## config.mk

```make
export PLATFORM = sky130hd
export DESIGN_NAME = leitor_jogada
export DESIGN_NICKNAME = d
export VERILOG_FILES = /design/src/rtl/leitor_jogada_pkg.sv /design/src/rtl/leitor_jogada_contador.sv /design/src/rtl/leitor_jogada.sv
export SDC_FILE = /design/constraint.sdc
export NUM_CORES = 1
export LEC_CHECK = 0
export BUFFER_PORTS_ARGS = -buffer_cell sky130_fd_sc_hd__buf_2
export CAP_MARGIN = 0
export CORE_MARGIN = 2
export CORE_UTILIZATION = 60
export CTS_CLUSTER_SIZE = 20
export DETAILED_ROUTE_END_ITERATION = 12
export GPL_ROUTABILITY_DRIVEN = 0
export PLACE_DENSITY = 0.85
export SLEW_MARGIN = 40
export SYNTH_ARGS = -nofsm -noshare
export SYNTH_HDL_FRONTEND = slang
export SYNTH_SLANG_ARGS = --single-unit
```

## constraint.sdc

```tcl
create_clock -name clock -period 3.87 [get_ports clock]
set_input_delay 0.1935 -clock clock [delete_from_list [all_inputs] [get_ports clock]]
set_output_delay 0.1935 -clock clock [all_outputs]
set_load 0.005 [all_outputs]
```

## src/rtl/leitor_jogada_pkg.sv

```systemverilog
// Shared state encodings for the play reader, also used by the game control unit.
// Any change to these values changes what db_estado shows on the debug display.
package leitor_jogada_pkg;

  typedef enum logic [2:0] {
    OCIOSO       = 3'd0,
    ESPERA_SOLTA = 3'd1,
    AGUARDA      = 3'd2,
    FILTRA       = 3'd3,
    REGISTRA     = 3'd4,
    SOLTA        = 3'd5,
    ESGOTADO     = 3'd6
  } estado_t;

  localparam int BOTOES_W = 4;

  // Counter width for a modulus m, never narrower than one bit.
  function automatic int largura(input int m);
    return (m > 1) ? $clog2(m) : 1;
  endfunction

endpackage

```

## src/rtl/leitor_jogada_contador.sv

```systemverilog
// Generic counter with synchronous clear and enable; saturates at M-1 instead of wrapping.
module contador_m #(
  parameter int M = 4,
  parameter int W = 2
) (
  input  logic         clock,
  input  logic         reset,
  input  logic         zera,
  input  logic         conta,
  output logic [W-1:0] valor
);

  localparam logic [W-1:0] ULTIMO = W'(M - 1);

  always_ff @(posedge clock) begin
    if (reset || zera) begin
      valor <= '0;
    end else if (conta && (valor != ULTIMO)) begin
      valor <= valor + W'(1);
    end
  end

endmodule

```

## src/rtl/leitor_jogada.sv

```systemverilog
// Reads one debounced button press per play and compares it with the expected play.
// Outputs come from registers or from the state register only, never from botoes.
module leitor_jogada
  import leitor_jogada_pkg::*;
#(
  parameter int DEBOUNCE = 3,
  parameter int TIMEOUT  = 5000
) (
  input  logic                clock,
  input  logic                reset,
  input  logic                habilita,
  input  logic [BOTOES_W-1:0] botoes,
  input  logic [BOTOES_W-1:0] esperado,
  output logic                tem_jogada,
  output logic [BOTOES_W-1:0] jogada,
  output logic                igual,
  output logic                invalida,
  output logic                timeout,
  output logic [2:0]          db_estado
);

  // The filter counter reaches DEBOUNCE so the press is confirmed DEBOUNCE+1 edges after capture.
  localparam int FILTRO_M = DEBOUNCE + 1;
  localparam int FILTRO_W = largura(FILTRO_M);
  localparam int TEMPO_W  = largura(TIMEOUT);

  localparam logic [FILTRO_W-1:0] FILTRO_FIM = FILTRO_W'(DEBOUNCE);
  localparam logic [FILTRO_W-1:0] SOLTA_FIM  = FILTRO_W'(DEBOUNCE - 1);
  localparam logic [TEMPO_W-1:0]  TEMPO_FIM  = TEMPO_W'(TIMEOUT - 1);

  estado_t estado_reg, estado_next;

  logic [BOTOES_W-1:0] candidato_reg;
  logic [BOTOES_W-1:0] jogada_reg;
  logic                igual_reg;
  logic                invalida_reg;

  logic zera_t, conta_t, zera_f, conta_f;
  logic carrega, registra;

  logic [FILTRO_W-1:0] filtro_valor;
  logic [TEMPO_W-1:0]  tempo_valor;

  contador_m #(.M(FILTRO_M), .W(FILTRO_W)) u_filtro (
    .clock (clock),
    .reset (reset),
    .zera  (zera_f),
    .conta (conta_f),
    .valor (filtro_valor)
  );

  contador_m #(.M(TIMEOUT), .W(TEMPO_W)) u_tempo (
    .clock (clock),
    .reset (reset),
    .zera  (zera_t),
    .conta (conta_t),
    .valor (tempo_valor)
  );

  always_comb begin
    estado_next = estado_reg;
    zera_t      = 1'b0;
    conta_t     = 1'b0;
    zera_f      = 1'b0;
    conta_f     = 1'b0;
    carrega     = 1'b0;
    registra    = 1'b0;

    if (!habilita) begin
      estado_next = OCIOSO;
      zera_t      = 1'b1;
      zera_f      = 1'b1;
    end else begin
      case (estado_reg)
        OCIOSO: begin
          zera_t      = 1'b1;
          zera_f      = 1'b1;
          estado_next = ESPERA_SOLTA;
        end
        ESPERA_SOLTA: begin
          zera_t = 1'b1;
          zera_f = 1'b1;
          if (botoes == '0) estado_next = AGUARDA;
        end
        AGUARDA: begin
          conta_t = 1'b1;
          // A press sampled together with the last timeout count wins.
          if (botoes != '0) begin
            carrega     = 1'b1;
            zera_f      = 1'b1;
            estado_next = FILTRA;
          end else if (tempo_valor == TEMPO_FIM) begin
            estado_next = ESGOTADO;
          end
        end
        FILTRA: begin
          conta_t = 1'b1;
          if (botoes != candidato_reg) begin
            estado_next = AGUARDA;
          end else if (filtro_valor == FILTRO_FIM) begin
            registra    = 1'b1;
            estado_next = REGISTRA;
          end else begin
            conta_f = 1'b1;
          end
        end
        REGISTRA: begin
          zera_f      = 1'b1;
          estado_next = SOLTA;
        end
        SOLTA: begin
          // Any nonzero sample restarts the release window.
          if (botoes != '0) begin
            zera_f = 1'b1;
          end else if (filtro_valor == SOLTA_FIM) begin
            zera_t      = 1'b1;
            zera_f      = 1'b1;
            estado_next = AGUARDA;
          end else begin
            conta_f = 1'b1;
          end
        end
        ESGOTADO: estado_next = ESGOTADO;
        default:  estado_next = OCIOSO;
      endcase
    end
  end

  always_ff @(posedge clock) begin
    if (reset) begin
      estado_reg    <= OCIOSO;
      candidato_reg <= '0;
      jogada_reg    <= '0;
      igual_reg     <= 1'b0;
      invalida_reg  <= 1'b0;
    end else begin
      estado_reg <= estado_next;
      if (carrega) candidato_reg <= botoes;
      if (registra) begin
        jogada_reg   <= candidato_reg;
        igual_reg    <= (candidato_reg == esperado);
        invalida_reg <= !$onehot(candidato_reg);
      end
    end
  end

  assign tem_jogada = (estado_reg == REGISTRA);
  assign timeout    = (estado_reg == ESGOTADO);
  assign db_estado  = estado_reg;
  assign jogada     = jogada_reg;
  assign igual      = igual_reg;
  assign invalida   = invalida_reg;

endmodule

```

==> flow_metrics.env, run 1 <==
export IMPL_leakagePower_uw=0.000702
export IMPL_startpoint_type="register"
export IMPL_die_h_um=54.8
export IMPL_clk_path_buf_depth=2
export IMPL_finalWorstSetupSlack_ns=1.83
export IMPL_clk_pin_slew_worst_paths_ns=0.15
export IMPL_setup_viol=0
export IMPL_cts_tree="built"
export IMPL_grt_use_total_pct=22.5
export IMPL_rsz0062_at_grt="no"
export IMPL_cts_root_buf="clkbuf_4"
export IMPL_switching_share_pct=20.5
export IMPL_drv_cap=0
export IMPL_utilization_pct=70.2
export IMPL_p_switching_uw=104
export IMPL_num_io_pins=22
export IMPL_critPathKind="register to register"
export IMPL_synthesis_instances=177
export IMPL_cts_buffers_inserted=3
export IMPL_drt_iter0_drc=29
export IMPL_period_needed_ns=2.04
export IMPL_syn_nets=194
export IMPL_grt_max_degree=20
export IMPL_combPwrFrac_pct=4.6
export IMPL_syn_mean_instance_area_um2=8.73
export IMPL_cts_setup_buffers=0
export IMPL_antenna_found_initial=0
export IMPL_grt_pass1_vias=1202
export IMPL_synth_edf_count=0
export IMPL_clock_skew_ns=0.0101
export IMPL_dp_slack_ns=1.78
export IMPL_synthesis_area_um2=1550
export IMPL_cts_sinks=28
export IMPL_cts_max_level=1
export IMPL_p_per_area_nw_per_um2=295
export IMPL_synth_async_sr_flop_share_pct=0
export IMPL_hpwl_um=2310
export IMPL_grt_pass1_wl_um=4910
export IMPL_ys_top_cells_by_area="dfxtp_1 36%, mux2i_1 6.5%, xor2_1 6.2%, nor2_1 5.8%, xnor2_1 5.1%"
export IMPL_wire_per_inst_um=13.2
export IMPL_reg2reg_depth=5
export IMPL_nets=214
export IMPL_drive_gt1_share_pct=17.9
export IMPL_final_max_slew_viol_count=0
export IMPL_crit_path_end="igual"
export IMPL_startpoint="candidato_reg[1]"
export IMPL_hold_path_class="primary input to register"
export IMPL_timing_slew_headroom_pct=54.6
export IMPL_drt_pass1_iterations=5
export IMPL_r2r_start="candidato_reg[1]"
export IMPL_yosysTopAreaCellShare_pct=36.3
export IMPL_tightestPinTransition_ns=0.676
export IMPL_worstPathRequired_ns=4.16
export IMPL_crit_path_end_kind="register"
export IMPL_peakVddDrop_mv=0.193
export IMPL_die_area_um2=3000
export IMPL_yosys_top_cells_count="28 x dfxtp_1, 24 x nor2_1, 12 x inv_1, 11 x nand2_1, 11 x xor2_1"
export IMPL_area_delta_synth_final_pct=11.6
export IMPL_yosys_warnings=0
export IMPL_antenna_left=0
export IMPL_initial_utilization_pct=62.9
export IMPL_postCtsResizedCells=0
export IMPL_grt_remaining_overflow=0
export IMPL_cts_hold_buffers_added=0
export IMPL_arrival_ns=2.33
export IMPL_vias=1306
export IMPL_drt_wl_total_um=2980
export IMPL_ys_types=39
export IMPL_die_x_um=54.8
export IMPL_portBuffers=21
export IMPL_yosysMostFrequentCell="dfxtp_1"
export IMPL_final_hold_viol_count=0
export IMPL_largest_reg_flops=13
export IMPL_timing_reg2reg_setup_slack_ns=1.83
export IMPL_synthFlopType="dfxtp_1"
export IMPL_yosysTopAreaCell="dfxtp_1"
export IMPL_ys_ff_latch=28
export IMPL_power_share_clock_pct=37.8
export IMPL_critPathMaxFanout=8
export IMPL_fill_cells=198
export IMPL_insertion_delay_ns=0.34
export IMPL_period_share_pct=52.7
export IMPL_design_core_area_um2=2450
export IMPL_tns_ns=0
export IMPL_status="finished, final reports clean"
export IMPL_yosysSeqAreaShare_pct=36.3
export IMPL_post_route_drc_count=0
export IMPL_viasPerCell=5.78
export IMPL_fmax_ghz=0.490
export IMPL_seqPwrFrac_pct=57.6
export IMPL_r2r_end="igual"
export IMPL_intPower_uw=404
export IMPL_rows=18
export IMPL_num_antenna_cells=0
[worst max-delay path: stages (launching register included)]
cell and delay, ns:
dfxtp_1 0.46, xor2_1 0.14, nor4_4 0.47, nand4_4 0.23, or4_1 0.58, a21oi_1 0.12
[kinds of logic (layout without fill, tap and decap cells)]
group / Yosys count / after routing / synth area share, %
and+or+nand+nor: 75 / 75 / 27.7
muxes: 10 / 10 / 6.48
buffers and inverters: 19 / 38 / 4.86
adders and majority gates: 6 / 6 / 5.34
xor gates and xnor gates: 20 / 20 / 11.3
DFF: 28 / 28 / 36.3
AOI/OAI and AO/OA: 19 / 19 / 8.02
[placed cells by master (no fill, tap or decap), drive strengths merged, types with 3 or more instances in the layout]
master  count
o21ai       5
xor2       11
nor4        3
nor3        5
nand3       4
nand4       5
nor2       24
ha          5
clkbuf      3
a31oi       3
inv        12
a21oi       4
dfxtp      28
buf        22
mux2i      10
nand2      11
xnor2       9
nor3b       3
and3        5
nand2b      3
[stage by stage]
step	cell area (um2)	std cells	total power [uW]	hold slack, ns
floorplan	1550	177	311	0.341
global placement	1660	221	320	0.443
detailed placement	1670	222	321	0.449
CTS	1720	226	511	0.146
global route	1720	226	524	0.160
finish	1720	226	508	0.156
[layout make-up]
cell class	instances	area [um2]	share of cell area, %
Clock buffer	3	22.5	1.31
Timing Repair Buffer	22	113	6.53
Inverter	12	45.0	2.61
Multi-Input combinational cell	130	916	53.1
Tap cell	30	37.5	2.18
Sequential cell	28	561	32.5
Clock inverter	1	30.0	1.74
[worst min path at each step]
stage / startpoint / to / slack, ns / cells past startpoint
after CTS: botoes[3] / candidato_reg[3] / 0.15 / 3
after global routing: reset / invalida / 0.16 / 2
final: reset / invalida / 0.16 / 2
after floorplan: botoes[0] / candidato_reg[0] / 0.34 / 2
after detailed placement: igual / igual / 0.45 / 2
after global placement: igual / igual / 0.44 / 2
[power by group through the flow]
stage	Sequential (uW)	Combinational [uW]	Clock, uW
after floorplan	296	14.9	0
after global placement	298	21.2	0
after detailed placement	299	22.1	0
after CTS	292	22.2	196
after global routing	293	25.3	205
final	292	23.2	192
[layer usage]
layer  part of all wire [%]  track usage (%)  vias to the layer above  routed length, um
met1                     41             26.4                      609               1230
met4                    1.1             7.50                        0                 33
met2                     53             41.7                       42               1590
li1                       -                -                      652                  -
met5                      0                0                        -                  0
met3                    4.2             2.46                        3                125
No activity file was read; power rests on OpenSTA's default activity.
==> run 2, diff against run 1 <==
CORE_UTILIZATION = 56   (was 60)
PLACE_DENSITY = 0.8   (was 0.85)
clock period = 2 ns   (was 3.87 ns; I/O delays follow)
==> run 2 against run 1 <==
Compared with the run above:
- flip-flop and latch count unchanged
- routed wire length increased by 3.0%
- sequential power rose by 93%
- hold slack worse by 0.089 ns
- core utilization is 2.0 points lower
- register-to-register slack worse by 1.8 ns
- sequential share of layout area fell by 1.4 points
- die area increased by 6.6%
- final area rose by 6.3%
- clock power up 89%
- via count up 0.61%
- critical endpoint is now u_tempo.valor[6]
- largest cell class unchanged
- largest power group unchanged
==> flow_metrics.env, run 2 (synthesis results as in run 1) <==
export IMPL_status="finished, final reports clean"
export IMPL_cts_buffers_inserted=3
export IMPL_insertion_delay_ns=0.32
export IMPL_drive_gt1_share_pct=25.2
export IMPL_critPathMaxFanout=5
export IMPL_final_max_slew_viol_count=0
export IMPL_cts_max_level=1
export IMPL_grt_pass1_wl_um=5330
export IMPL_leakagePower_uw=0.000753
export IMPL_die_area_um2=3200
export IMPL_crit_path_end_kind="register"
export IMPL_clk_path_buf_depth=2
export IMPL_rows=19
export IMPL_cts_sinks=28
export IMPL_p_per_area_nw_per_um2=530
export IMPL_timing_slew_headroom_pct=59.0
export IMPL_layout_common_cells="24 x nor2_1, 24 x dfxtp_1, 21 x buf_2"
export IMPL_fmax_ghz=0.509
export IMPL_peakVddDrop_mv=0.577
export IMPL_tightestPinTransition_ns=0.614
export IMPL_clock_skew_ns=0.00589
export IMPL_design_core_area_um2=2690
export IMPL_initial_utilization_pct=57.5
export IMPL_clk_pin_slew_worst_paths_ns=0.15
export IMPL_cts_root_buf="clkbuf_4"
export IMPL_arrival_ns=2.17
export IMPL_hold_path_class="primary input to register"
export IMPL_drt_iter0_drc=44
export IMPL_cts_tree="built"
export IMPL_drv_cap=0
export IMPL_drt_wl_total_um=3070
export IMPL_cts_hold_buffers_added=0
export IMPL_die_x_um=56.5
export IMPL_worstPathRequired_ns=2.21
export IMPL_fill_cells=227
export IMPL_grt_pass1_vias=1268
export IMPL_die_h_um=56.5
export IMPL_grt_max_degree=20
export IMPL_largest_reg_flops=13
export IMPL_nets=224
export IMPL_drt_pass1_iterations=4
export IMPL_vias=1314
export IMPL_area_delta_synth_final_pct=18.6
export IMPL_final_hold_viol_count=0
export IMPL_p_total_uw=971
export IMPL_num_io_pins=22
export IMPL_portBuffers=21
export IMPL_antenna_left=0
export IMPL_utilization_pct=68.2
export IMPL_viasPerCell=5.54
export IMPL_period_share_pct=98.2
export IMPL_grt_remaining_overflow=0
export IMPL_wire_per_inst_um=12.9
export IMPL_critPathKind="register to register"
export IMPL_num_antenna_cells=0
export IMPL_grt_use_total_pct=20.7
export IMPL_setup_viol=0
export IMPL_period_needed_ns=1.96
export IMPL_startpoint_type="register"
export IMPL_antenna_found_initial=0
export IMPL_post_route_drc_count=0
export IMPL_hpwl_um=2270
## run 2: changes by cell type in the layout (fill, tap and decap cells not counted), moves of 2 or more
cell	previous run	this run
buf_4	1	10
dfxtp_1	28	24
and3_1	5	3
and3_4	0	2
dfxtp_2	0	2
dfxtp_4	0	2
xnor2_1	9	7
xnor2_2	0	2
## run 2: final timing paths
| path | start | slack [ns] | cells after the start | end |
|---|---|---|---|---|
| worst max-delay path | u_tempo.valor[5] | 0.04 | 5 | u_tempo.valor[6] |
| worst min-delay path | botoes[2] | 0.07 | 3 | candidato_reg[2] |
| worst max register to register | u_tempo.valor[5] | 0.04 | 5 | u_tempo.valor[6] |
| worst min register to register | igual | 0.46 | 2 | igual |
## run 2: layout make-up
cell class	count	area (um2)	share of cell area, %
tap	31	38.8	2.12
inverter	12	45.0	2.46
clock buffer	3	22.5	1.23
multi-input combinational	130	935	51.0
clock inverter	1	30.0	1.64
timing repair buffer	32	191	10.4
sequential	28	571	31.1
## run 2: report_power, final
part | total (uW) | internal (uW) | switching (uW)
logic | 45.1 | 20.1 | 25.0
registers | 563 | 557 | 6.16
clock network | 363 | 203 | 160
total | 971 | 779 | 191
## run 2: repair_timing
item | CTS | global route
gates cloned | 0 | 0
endpoints found under the setup margin | 2 | 5
setup buffers | 1 | 1
resized for setup | 0 | 11
pin swaps | 1 | 3
hold endpoints to repair | 0 | 0
## run 2: per-stage QoR
step	setup TNS, ns	std cells	cell area, um2	worst slack [ns]	hold WS, ns
after floorplan	0	177	1550	0.0722	0.247
after global placement	0	230	1720	0.0740	0.391
after CTS	0	236	1790	0.0133	0.0561
after global routing	-0.0417	237	1830	-0.0157	0.0667
final	0	237	1830	0.0354	0.0671
after detailed placement	0	231	1730	0.0187	0.404
## run 2: worst max-delay path, stage by stage, from the launching register on
cell,delay (ns)
dfxtp_2,0.35
or4b_2,0.68
o31a_1,0.41
and3_4,0.23
xnor2_2,0.14
nor2_1,0.05
## run 2: metal layers
metal | wire length (um) | vias up | track usage, %
met5 | 0 | - | 0
met4 | 23 | 0 | 6.46
met3 | 160 | 2 | 5.30
met2 | 1510 | 40 | 35.0
met1 | 1380 | 607 | 25.6
li1 | - | 665 | -
==> run 3, diff against run 2 <==
CORE_UTILIZATION = 60   (was 56)
PLACE_DENSITY = 0.85   (was 0.8)
clock period = 2.5 ns   (was 2 ns; I/O delays follow)
==> run 3 against run 2 <==
Compared with the run above:
- critical path depth unchanged
- routed wire length down 4.2%
- sequential power down 20%
- maximum frequency down 4.0%
- clock-buffer cell count unchanged
- first-iteration DRC count down 41%
- clock skew up 0.0024 ns
- combinational power down 24%
- flip-flop and latch count unchanged
- global-route usage up 1.2 points
==> flow_metrics.env, run 3 (synthesis results as in run 1) <==
export IMPL_num_antenna_cells=0
export IMPL_r2r_start="u_tempo.valor[3]"
export IMPL_drt_pass1_iterations=4
export IMPL_largest_reg_flops=13
export IMPL_critPathMaxFanout=8
export IMPL_insertion_delay_ns=0.34
export IMPL_design_area_um2=1730
export IMPL_tns_ns=0
export IMPL_setup_viol=0
export IMPL_postCtsResizedCells=0
export IMPL_peakVddDrop_mv=0.424
export IMPL_cts_hold_buffers_added=0
export IMPL_die_h_um=54.8
export IMPL_period_needed_ns=2.05
export IMPL_timing_slew_headroom_pct=57.6
export IMPL_antenna_left=0
export IMPL_vias=1284
export IMPL_clock_skew_ns=0.00825
export IMPL_final_max_slew_viol_count=0
export IMPL_initial_utilization_pct=62.9
export IMPL_drive_gt1_share_pct=17.8
export IMPL_die_area_um2=3000
export IMPL_worstPathRequired_ns=2.72
export IMPL_leakagePower_uw=0.000707
export IMPL_finalWorstSetupSlack_ns=0.453
export IMPL_grt_max_degree=20
export IMPL_grt_pass1_wl_um=4750
export IMPL_grt_remaining_overflow=0
export IMPL_rsz0062_at_grt="no"
export IMPL_min_delay_start="botoes[1]"
export IMPL_final_hold_viol_count=0
export IMPL_arrival_ns=2.27
export IMPL_timing_reg2reg_setup_slack_ns=0.45
export IMPL_hold_end="candidato_reg[1]"
export IMPL_critPathKind="register to register"
export IMPL_fill_cells=197
export IMPL_clk_path_buf_depth=2
export IMPL_grt_pass1_vias=1125
export IMPL_wire_per_inst_um=12.9
export IMPL_area_delta_synth_final_pct=11.7
export IMPL_design_core_area_um2=2450
export IMPL_nets=215
export IMPL_antenna_found_initial=0
export IMPL_startpoint_type="register"
export IMPL_num_io_pins=22
export IMPL_cts_setup_buffers=0
export IMPL_grt_use_total_pct=22.0
export IMPL_period_share_pct=81.9
export IMPL_hold_path_depth=3
export IMPL_p_per_area_nw_per_um2=458
export IMPL_clk_pin_slew_worst_paths_ns=0.16
export IMPL_drt_wl_total_um=2940
export IMPL_post_route_drc_count=0
export IMPL_drt_iter0_drc=26
export IMPL_reg2reg_depth=5
export IMPL_crit_path_end_kind="register"
export IMPL_cts_max_level=1
export IMPL_hold_path_class="primary input to register"
export IMPL_cts_buffers_inserted=3
export IMPL_drv_cap=0
export IMPL_status="finished, final reports clean"
export IMPL_layout_common_cells="28 x dfxtp_1, 24 x nor2_1, 21 x buf_2"
export IMPL_cts_tree="built"
export IMPL_fmax_ghz=0.489
export IMPL_hpwl_um=2270
export IMPL_portBuffers=21
export IMPL_final_common_cell="dfxtp_1"
export IMPL_holdWs_ns=0.0602
export IMPL_cts_root_buf="clkbuf_4"
export IMPL_dp_slack_ns=0.497
export IMPL_tightestPinTransition_ns=0.635
export IMPL_viasPerCell=5.66
export IMPL_r2r_end="u_tempo.valor[6]"
export IMPL_die_x_um=54.8
export IMPL_cts_sinks=28
export IMPL_placed_cell_area_um2=1670
export IMPL_rows=18
-- run 3: cell types whose count changed in the layout (fill, tap and decap cells not counted) --
cell     delta
buf_4       -8
dfxtp_1     +4
and3_1      +2
and3_4      -2
dfxtp_2     -2
dfxtp_4     -2
xnor2_1     +2
xnor2_2     -2
buf_6       -1
-- run 3: worst max-delay path, cell delays in order (launching register included) --
cell and delay, ns:
dfxtp_1 0.38, or4b_2 0.70, o31a_1 0.42, and3_1 0.23, xnor2_1 0.13, nor2_1 0.06
-- run 3: how the worst max path moves through the flow --
stage                                   to        startpoint  cells after the start
final                     u_tempo.valor[6]  u_tempo.valor[3]                      5
after CTS                 u_tempo.valor[6]  u_tempo.valor[3]                      5
after floorplan           u_tempo.valor[4]  u_tempo.valor[3]                      6
after global placement    u_tempo.valor[6]  u_tempo.valor[3]                      5
after global routing      u_tempo.valor[4]  u_tempo.valor[3]                      5
after detailed placement  u_tempo.valor[6]  u_tempo.valor[3]                      5
-- run 3: metal layers --
metal | vias to the layer above | global-route usage, % | part of all wire [%]
met4 | 0 | 10.0 | 1.2
met2 | 36 | 37.3 | 51
met1 | 592 | 27.6 | 44
met5 | - | 0 | 0
met3 | 3 | 2.46 | 3.2
li1 | 653 | - | -
-- run 3: per-stage QoR --
step | util [%] | instances | total power (uW)
after CTS | 70.3 | 227 | 791
after detailed placement | 68.1 | 223 | 497
after global routing | 70.3 | 227 | 808
final | 70.3 | 227 | 791
after global placement | 67.8 | 222 | 495
after floorplan | - | 177 | 481
-- run 3: where the power goes --
part,internal [uW],total [uW],switching [uW]
logic,15.5,34.5,19.0
registers,448,453,5.28
clock network,162,303,141
-- run 3: area by class of cell --
| type | count | area (um2) | share of cell area (%) |
|---|---|---|---|
| clock buffers | 3 | 22.5 | 1.31 |
| repair buffers | 23 | 120 | 6.96 |
| clock inverters | 1 | 30.0 | 1.74 |
| well taps | 30 | 37.5 | 2.18 |
| flip-flops and latches | 28 | 561 | 32.5 |
| multi-input cells | 130 | 910 | 52.7 |
| inverters | 12 | 45.0 | 2.61 |
